[src/rtl/systolic_seq_ctrl.sv]
// Sequencer for one systolic_core: loads weights, waits for them to settle,
// latches them, streams activations and collects results downstream.
module systolic_seq_ctrl #(
   parameter int N          = 8,
   parameter int DATA_WIDTH = 8,
   parameter int ACC_WIDTH  = 32,
   parameter int ROW_W      = 16,
   parameter int SETTLE_CYC = 16
) (
   input  logic                    clk,
   input  logic                    rst_n,
   input  logic                    cmd_valid,
   output logic                    cmd_ready,
   input  logic                    cmd_load_w,
   input  logic [ROW_W-1:0]        cmd_rows,
   input  logic                    w_valid,
   output logic                    w_ready,
   input  logic [N*DATA_WIDTH-1:0] w_data,
   input  logic                    a_valid,
   output logic                    a_ready,
   input  logic [N*DATA_WIDTH-1:0] a_data,
   output logic                    r_valid,
   input  logic                    r_ready,
   output logic [N*ACC_WIDTH-1:0]  r_data,
   output logic                    r_last,
   output logic [N-1:0]            core_load_weight,
   output logic                    core_valid,
   input  logic                    core_ready,
   output logic [N*DATA_WIDTH-1:0] core_x,
   output logic [N*ACC_WIDTH-1:0]  core_y,
   output logic                    core_latch,
   input  logic [N*ACC_WIDTH-1:0]  core_y_out,
   input  logic                    core_valid_out,
   output logic                    core_ready_in,
   output logic                    busy,
   output logic                    done
);

   localparam int CW = $clog2(N + 1);
   localparam int SW = $clog2(SETTLE_CYC + 1);

   typedef enum logic [2:0] {
      S_IDLE, S_LOAD_W, S_SETTLE, S_LATCH, S_STREAM, S_DRAIN, S_DONE
   } state_t;

   state_t           state, state_nxt;
   logic [ROW_W-1:0] m_q, in_cnt, out_cnt;
   logic [CW-1:0]    w_cnt;
   logic [SW-1:0]    settle_cnt;
   logic             w_acc, a_acc, r_acc;

   // Partial sums always start from zero; results stream straight through.
   assign core_y = '0;
   assign r_data = core_y_out;
   assign w_acc  = w_valid && w_ready;
   assign a_acc  = a_valid && a_ready;
   assign r_acc  = r_valid && r_ready;

   // State register
   always_ff @(posedge clk or negedge rst_n) begin
      if (!rst_n) state <= S_IDLE;
      else        state <= state_nxt;
   end

   // Next state and combinational handshake steering per state
   always_comb begin
      state_nxt        = state;
      cmd_ready        = 1'b0;
      w_ready          = 1'b0;
      a_ready          = 1'b0;
      core_valid       = 1'b0;
      core_x           = '0;
      core_load_weight = '0;
      core_latch       = 1'b0;
      r_valid          = 1'b0;
      r_last           = 1'b0;
      core_ready_in    = 1'b0;
      done             = 1'b0;
      busy             = (state != S_IDLE);
      // result collection runs alongside streaming and during drain
      if (state == S_STREAM || state == S_DRAIN) begin
         r_valid       = core_valid_out;
         core_ready_in = r_ready;
         r_last        = core_valid_out && (out_cnt == m_q - ROW_W'(1));
      end
      case (state)
         S_IDLE: begin
            cmd_ready = 1'b1;
            if (cmd_valid) begin
               if (cmd_load_w)           state_nxt = S_LOAD_W;
               else if (cmd_rows != '0)  state_nxt = S_STREAM;
               else                      state_nxt = S_DONE;
            end
         end
         S_LOAD_W: begin
            core_x           = w_data;
            core_load_weight = '1;
            core_valid       = w_valid;
            w_ready          = core_ready;
            if (w_valid && core_ready && w_cnt == CW'(N - 1)) state_nxt = S_SETTLE;
         end
         S_SETTLE: begin
            if (settle_cnt == SW'(SETTLE_CYC - 1)) state_nxt = S_LATCH;
         end
         S_LATCH: begin
            core_latch = 1'b1;
            state_nxt  = (m_q != '0) ? S_STREAM : S_DONE;
         end
         S_STREAM: begin
            core_x     = a_data;
            core_valid = a_valid;
            a_ready    = core_ready;
            if (a_valid && core_ready && in_cnt == m_q - ROW_W'(1)) state_nxt = S_DRAIN;
         end
         S_DRAIN: begin
            if (out_cnt == m_q) state_nxt = S_DONE;
         end
         S_DONE: begin
            done      = 1'b1;
            state_nxt = S_IDLE;
         end
         default: state_nxt = S_IDLE;
      endcase
   end

   // Job length capture and beat/cycle counters; in and out counts run concurrently
   always_ff @(posedge clk or negedge rst_n) begin
      if (!rst_n) begin
         m_q        <= '0;
         w_cnt      <= '0;
         settle_cnt <= '0;
         in_cnt     <= '0;
         out_cnt    <= '0;
      end else begin
         if (state == S_IDLE && cmd_valid) begin
            m_q        <= cmd_rows;
            w_cnt      <= '0;
            settle_cnt <= '0;
            in_cnt     <= '0;
            out_cnt    <= '0;
         end
         if (w_acc)              w_cnt      <= w_cnt + CW'(1);
         if (state == S_SETTLE)  settle_cnt <= settle_cnt + SW'(1);
         if (a_acc)              in_cnt     <= in_cnt + ROW_W'(1);
         if (r_acc)              out_cnt    <= out_cnt + ROW_W'(1);
      end
   end

endmodule
[config.mk]
export PLATFORM = sky130hd
export DESIGN_NAME = systolic_seq_ctrl
export DESIGN_NICKNAME = d
export VERILOG_FILES = /design/src/rtl/systolic_seq_ctrl.sv
export SDC_FILE = /design/constraint.sdc
export NUM_CORES = 1
export LEC_CHECK = 0
export ABC_AREA = 1
export BUFFER_PORTS_ARGS = -buffer_cell sky130_fd_sc_hd__clkbuf_2
export CAP_MARGIN = 15
export CORE_AREA = 2 2 396 398
export CTS_CLUSTER_DIAMETER = 200
export CTS_CLUSTER_SIZE = 8
export DETAILED_ROUTE_END_ITERATION = 7
export DIE_AREA = 0 0 398 400
export PLACE_DENSITY = 0.3
export SLEW_MARGIN = 20
export SYNTH_ARGS = -nofsm -noshare
export SYNTH_HDL_FRONTEND = slang
export SYNTH_SLANG_ARGS = --single-unit
[constraint.sdc]
create_clock -name clk -period 1.99 [get_ports clk]
set_input_delay 0.0995 -clock clk [delete_from_list [all_inputs] [get_ports clk]]
set_output_delay 0.0995 -clock clk [all_outputs]
set_load 0.01 [all_outputs]
# [After elaboration in Yosys (flattened, before gate mapping)]
# Cells that the tools add are included.
[classes] addsub=5 eq_ne=16 mux=27 reduce_logical=19
[ops] cell="one-hot mux 64 bit (2 select lines)" count=1
[ops] cell="equality test 16 bit" count=3
[ops] cell="two-way mux 16 bit" count=3
[ops] cell="adder 16 x 1 -> 16 bit, second input constant" count=2
[ops] cell="nonzero test 16 bit" count=2
[ops] cell="two-way mux 3 bit" count=6
[ops] cell="one-hot mux 3 bit (6 select lines)" count=1
[ops] cell="subtractor 16 x 1 -> 16 bit, second input constant" count=1
[ops] cell="two-way mux 5 bit" count=2
[ops] cell="equality test 3 bit, second input constant" count=3
[ops] cell="logical AND 1 bit" count=9
[ops] cell="two-way mux 1 bit" count=8
[ops] cell="two-way mux 4 bit" count=2
[ops] cell="two-way mux 8 bit" count=1
[ops] cell="nonzero test 2 bit" count=4
[ops] cell="equality test 3 x 2 -> 1 bit, second input constant" count=2
[ops] cell="inequality test 2 bit, second input constant" count=3
[ops] cell="adder 5 x 1 -> 5 bit, second input constant" count=1
[ops] cell="equality test 5 x 4 -> 1 bit, second input constant" count=1
[ops] cell="AND reduction 5 bit" count=1
[ops] cell="adder 4 x 1 -> 4 bit, second input constant" count=1
[ops] cell="equality test 4 x 3 -> 1 bit, second input constant" count=1
[ops] cell="two-way mux 2 bit" count=2
[ops] cell="inequality test 2 x 1 -> 1 bit, second input constant" count=2
[ops] cell="other kinds (5)" count=5
[totals] register_bits=60 in_bits=409 output_inout_bits=594 word_cells=73

# [Logic depth before layout (Yosys ltp)]
[logic_depth] ltp_word=5 mapped_depth=16 mapped_depth_nobuf=16

# [Worst setup path before layout]
# Ideal clock, no wire load.
[synth_path] path_kind="register -> register" startpoint="reg m_q[0]" endpoint="reg state[2]" setup_ns=0.117 arrival_time_ns=1.826 required_ns=1.873 slack_ns=0.048 stages_incl_launch_ff=14 n_path_buf=0 synth_period_minus_slack_ns=1.942 cell_sequence="dfrtp_1 -> inv_1 -> ha_1 -> nand3_4 -> nor2_4 -> nand3_1 -> nand2_1 -> nand2_1 -> nor2_1 -> nand3_1 -> o21bai_2 -> nand2_1 -> nand2_1 -> nand2_1"
[synth_between] elab_chain_cells=5 elab_cells_between_ends=7 classes_between="1 x add/sub; 4 x eq/ne; 2 x reduce/logical"
[synth_rtl] item="start: declaration" line_no="47" rtl="logic [ROW_W-1:0] m_q, in_cnt, out_cnt;"
[synth_rtl] item="start signal: assignment" line_no="136" rtl="m_q <= cmd_rows;"
[synth_rtl] item="subtractor 16 x 1 -> 16 bit" line_no="113" rtl="if (a_valid && core_ready && in_cnt == m_q - ROW_W'(1)) state_nxt = S_DRAIN;"
[synth_rtl] item="equality test 16 bit" line_no="113"
[synth_rtl] item="logical AND 1 bit" line_no="113"
[synth_rtl] item="inequality test 2 x 1 -> 1 bit (no source line)"
[synth_rtl] item="AND reduction 5 bit (no source line) *"
[synth_rtl] item="end signal: assignment" line_no="62" rtl="else state <= state_nxt;"
[synth_rtl] item="end: declaration" line_no="46" rtl="state_t state, state_nxt;"
# Every way passes the cells marked *; elsewhere a longest branch is shown, timed or not.
# A chain may end at the register's enable or synchronous reset.

# [Worst setup path in the final report]
[layout_path] startpoint="reg m_q[1]" endpoint="out r_last"
[layout_between] elab_chain_cells=4
[layout_rtl] item="subtractor 16 x 1 -> 16 bit" line_no="84" rtl="r_last = core_valid_out && (out_cnt == m_q - ROW_W'(1));"
[layout_rtl] item="equality test 16 bit" line_no="84"
[layout_rtl] item="logical AND 1 bit" line_no="84"
[layout_rtl] item="two-way mux 1 bit" line_no="81" rtl="if (state == S_STREAM || state == S_DRAIN) begin"
[layout_rtl] item="end: declaration" line_no="25" rtl="output logic r_last,"
# No other way between the ends.

==> impl_metrics.py <==
metrics = {
    "cts": {
        "clk_latency_ps": 340,
        "clockRootBuffer": "clkbuf_16",
        "clockBufferDepth": 2,
        "numCtsBuffers": 9,
        "cts_tree": "built",
        "clkTransAtPathRegs_ps": 60,
        "cts.sinks": 60,
        "h-tree-depth": 3,
    },
    "sta": {
        "relSlewSlack": 0.590,
        "fin_crit_ps": 2300,
        "rsz0062_at_grt": "yes",
        "slew_viol_final": 0,
        "tightest_slew_ps": 615,
        "fin_crit_sh": 1.15,
        "finalSetupViolCount": 54,
        "layout_setup_ws_ps": -308,
        "finalHoldViolCount": 0,
        "fin_skew_ps": 6.37,
        "fmax_mhz": 435,
    },
    "synthesis": {
        "synth_seq_cells": 60,
        "synth_area_um2": 8600,
        "synth.distinct_cells": 50,
        "synth-edff-count": 0,
        "ys.flop_type": "dfrtp_1",
        "synth_warnings": 0,
        "syn_avg_cell_area_um2": 7.49,
        "synthCells": 1148,
        "synthArstFlopShare": 1.00,
        "seq_area_frac_synth": 0.175,
    },
    "setup_path": {
        "critPathBufInv": 3,
        "cp.required_ps": 1890,
        "reg2reg_depth": 17,
        "cp_cell_sequence": "inv_2, ha_4, nand3_4, nor2_4, nand2_2, nand2_2, buf_4, xor2_4, nand4_1, nor2_2, buf_2",
        "crit_top_cell": "nand2_2",
        "critical_path.top_delay_family": "simple AND/OR/NAND/NOR gates",
        "crit_path_end_kind": "output pin",
        "r2r_end": "state[2]",
        "max_stage_delay_ps": 400,
        "arrival_ps": 2200,
        "r2r_start": "m_q[1]",
        "slowest_stage": "dfrtp_1",
        "crit_fanout": 6,
        "start_kind": "flop",
        "rrSetupSlack_ps": -190,
        "crit_type": "flop to output pin",
    },
    "drt": {
        "drt_iter0_drc": 367,
        "via_count": 6945,
        "drtAntennaViolNets": 0,
        "drt-total-wl_um": 61100,
        "first_pass_iters": 4,
        "viasPerCell": 2.11,
        "drc": 0,
        "avgRoutedWirePerCell_um": 18.6,
    },
    "global_route": {
        "grt_usage": 0.0715,
        "grt_first_pass_wirelength_um": 71800,
        "grt_overflow": 0,
        "antenna_found_initial": 31,
        "grt_max_degree": 29,
        "grt_pass1_vias": 6109,
    },
    "finish": {
        "syn2layout_area_growth_pct": 31.4,
        "fin_area_um2": 11300,
        "drive_gt1_frac": 0.365,
        "fin_cells": 3293,
        "nets": 1645,
    },
    "pwr": {
        "power_w": 0.0116,
        "ir_worst_vdd_mv": 0.442,
        "cellPowerDensity_nw_per_um2": 1020,
        "p_leak_nw": 5.01,
    },
    "placed_design": {
        "place.gp.congestion": 0.768,
        "port_buffers": 234,
        "dp.cells": 3224,
        "placed_area_um2": 9950,
        "hpwl_um": 54600,
    },
    "hold_path": {
        "hold_class": "primary input to flop",
        "worstHoldPathCells": 3,
        "hold_path_end": "m_q[9]",
        "min_from": "cmd_rows[9]",
    },
    "run_status": {
        "violations": "setup timing",
        "outcome": "finished, violations left",
    },
    "floorplanning": {
        "row_count": 145,
        "boundaryPins": 1003,
        "die_x_um": 398,
        "die-area_um2": 159000,
        "core_um2": 155000,
        "start_util": 0.0555,
        "die_height_um": 400,
    },
    "flow_run": {
        "maxCapViolations": 0,
    },
}
-- metrics by stage --
stage          setup WS, ps  hold WS, ps  utilization  setup TNS (ps)
2_1_floorplan          47.6         -196            -               0
3_3_place_gp           -126          151       0.0641            -357
4_1_cts                -318        0.405       0.0706           -9030
6_report               -308        0.207       0.0729           -4020
3_5_place_dp           -169          140       0.0641            -426
5_1_grt                -427         11.0       0.0729          -10820
-- repair_timing --
item	in CTS	in global routing
pin swaps	13	28
resized for setup	75	131
gates cloned	5	2
buffers inserted	26	21
endpoints found under the setup margin	73	88
endpoints found under the hold margin	21	0
hold buffers	5	0
-- worst register-to-register path: cells and delay by family (launching register included) --
family          cells  cell delay [ps]
compound gates      1              180
fa+ha+maj           1              170
buf+inv             4              430
flops               1              400
simple gates       11              890
-- metal layers --
| metal | global-route usage | share of wire | up-vias |
|---|---|---|---|
| li1 | - | - | 3110 |
| met1 | 0.0624 | 0.29 | 3099 |
| met2 | 0.125 | 0.49 | 628 |
| met3 | 0.0606 | 0.20 | 104 |
| met4 | 0.0147 | 0.023 | 4 |
| met5 | 0 | 0.00038 | - |
-- cells in the mapped netlist (all sizes together) (2+ instances only) --
cell type / number / area share
buf: 534 / 0.46
nand2: 161 / 0.073
nor2: 71 / 0.040
a22o: 67 / 0.068
inv: 64 / 0.028
dfrtp: 60 / 0.17
nand3: 41 / 0.029
o21ai: 30 / 0.017
xnor2: 22 / 0.022
a21oi: 16 / 0.0093
xor2: 11 / 0.011
nand4: 8 / 0.0065
nor3: 7 / 0.0054
nor4: 7 / 0.0076
ha: 6 / 0.0087
nand3b: 6 / 0.0067
o22ai: 6 / 0.0044
a22oi: 5 / 0.0044
clkbuf: 5 / 0.0022
mux2i: 3 / 0.0035
a211oi: 2 / 0.0017
a31oi: 2 / 0.0015
o32ai: 2 / 0.0020
or2: 2 / 0.0015
-- final cells by class --
class                           count  area [um2]
Fill cell                       18300      144000
Multi-Input combinational cell    740        4100
Timing Repair Buffer              355        2590
Tap cell                         2058        2570
Sequential cell                    60        1520
Clock buffer                       13         260
Inverter                           64         253
Clock inverter                      2        10.0
Antenna cell                        1        2.50
-- power breakdown --
part | internal (W) | total, W | switching [W]
sequential | 0.00154 | 0.00204 | 0.000494
combinational | 0.00380 | 0.00807 | 0.00427
clock | 0.000900 | 0.00148 | 0.000580
-- cells in the final DEF (no fill, tap or decap), types with 25 or more instances in the layout --
master    count
o21ai_0      26
inv_1        56
nor2_1       44
nand2_1     148
nand3_1      32
buf_4        81
conb_1      256
buf_2        51
a22o_1       64
clkbuf_2    163
buf_6        25
dfrtp_1      49
-- state kept, by name, indices dropped and copies added, names as in the netlist --
signal      count
in_cnt         16
settle_cnt      5
w_cnt           4
m_q            16
out_cnt        16
state           3
-- cell families (layout without fill, tap and decap cells) --
family	Yosys count	after routing	share of synthesized area
and+or+nand+nor	305	305	0.171
adders and majority gates	6	6	0.00873
other	1	257	0.000436
AOI/OAI and AO/OA	136	136	0.115
muxes	3	3	0.00349
xor gates and xnor gates	34	34	0.0362
buffers and inverters	603	434	0.490
DFF	60	60	0.175
-- worst max path at each step --
stage | from | to | slack, ps | depth (start not counted)
finish | m_q[1] | r_last | -310 | 11
global placement | m_q[0] | r_last | -130 | 10
detailed placement | m_q[0] | r_last | -170 | 10
floorplan | m_q[0] | state[2] | 50 | 13
global route | m_q[1] | r_last | -430 | 11
CTS | m_q[1] | r_last | -320 | 10
Note: power is estimated with default switching activity, not from simulation.
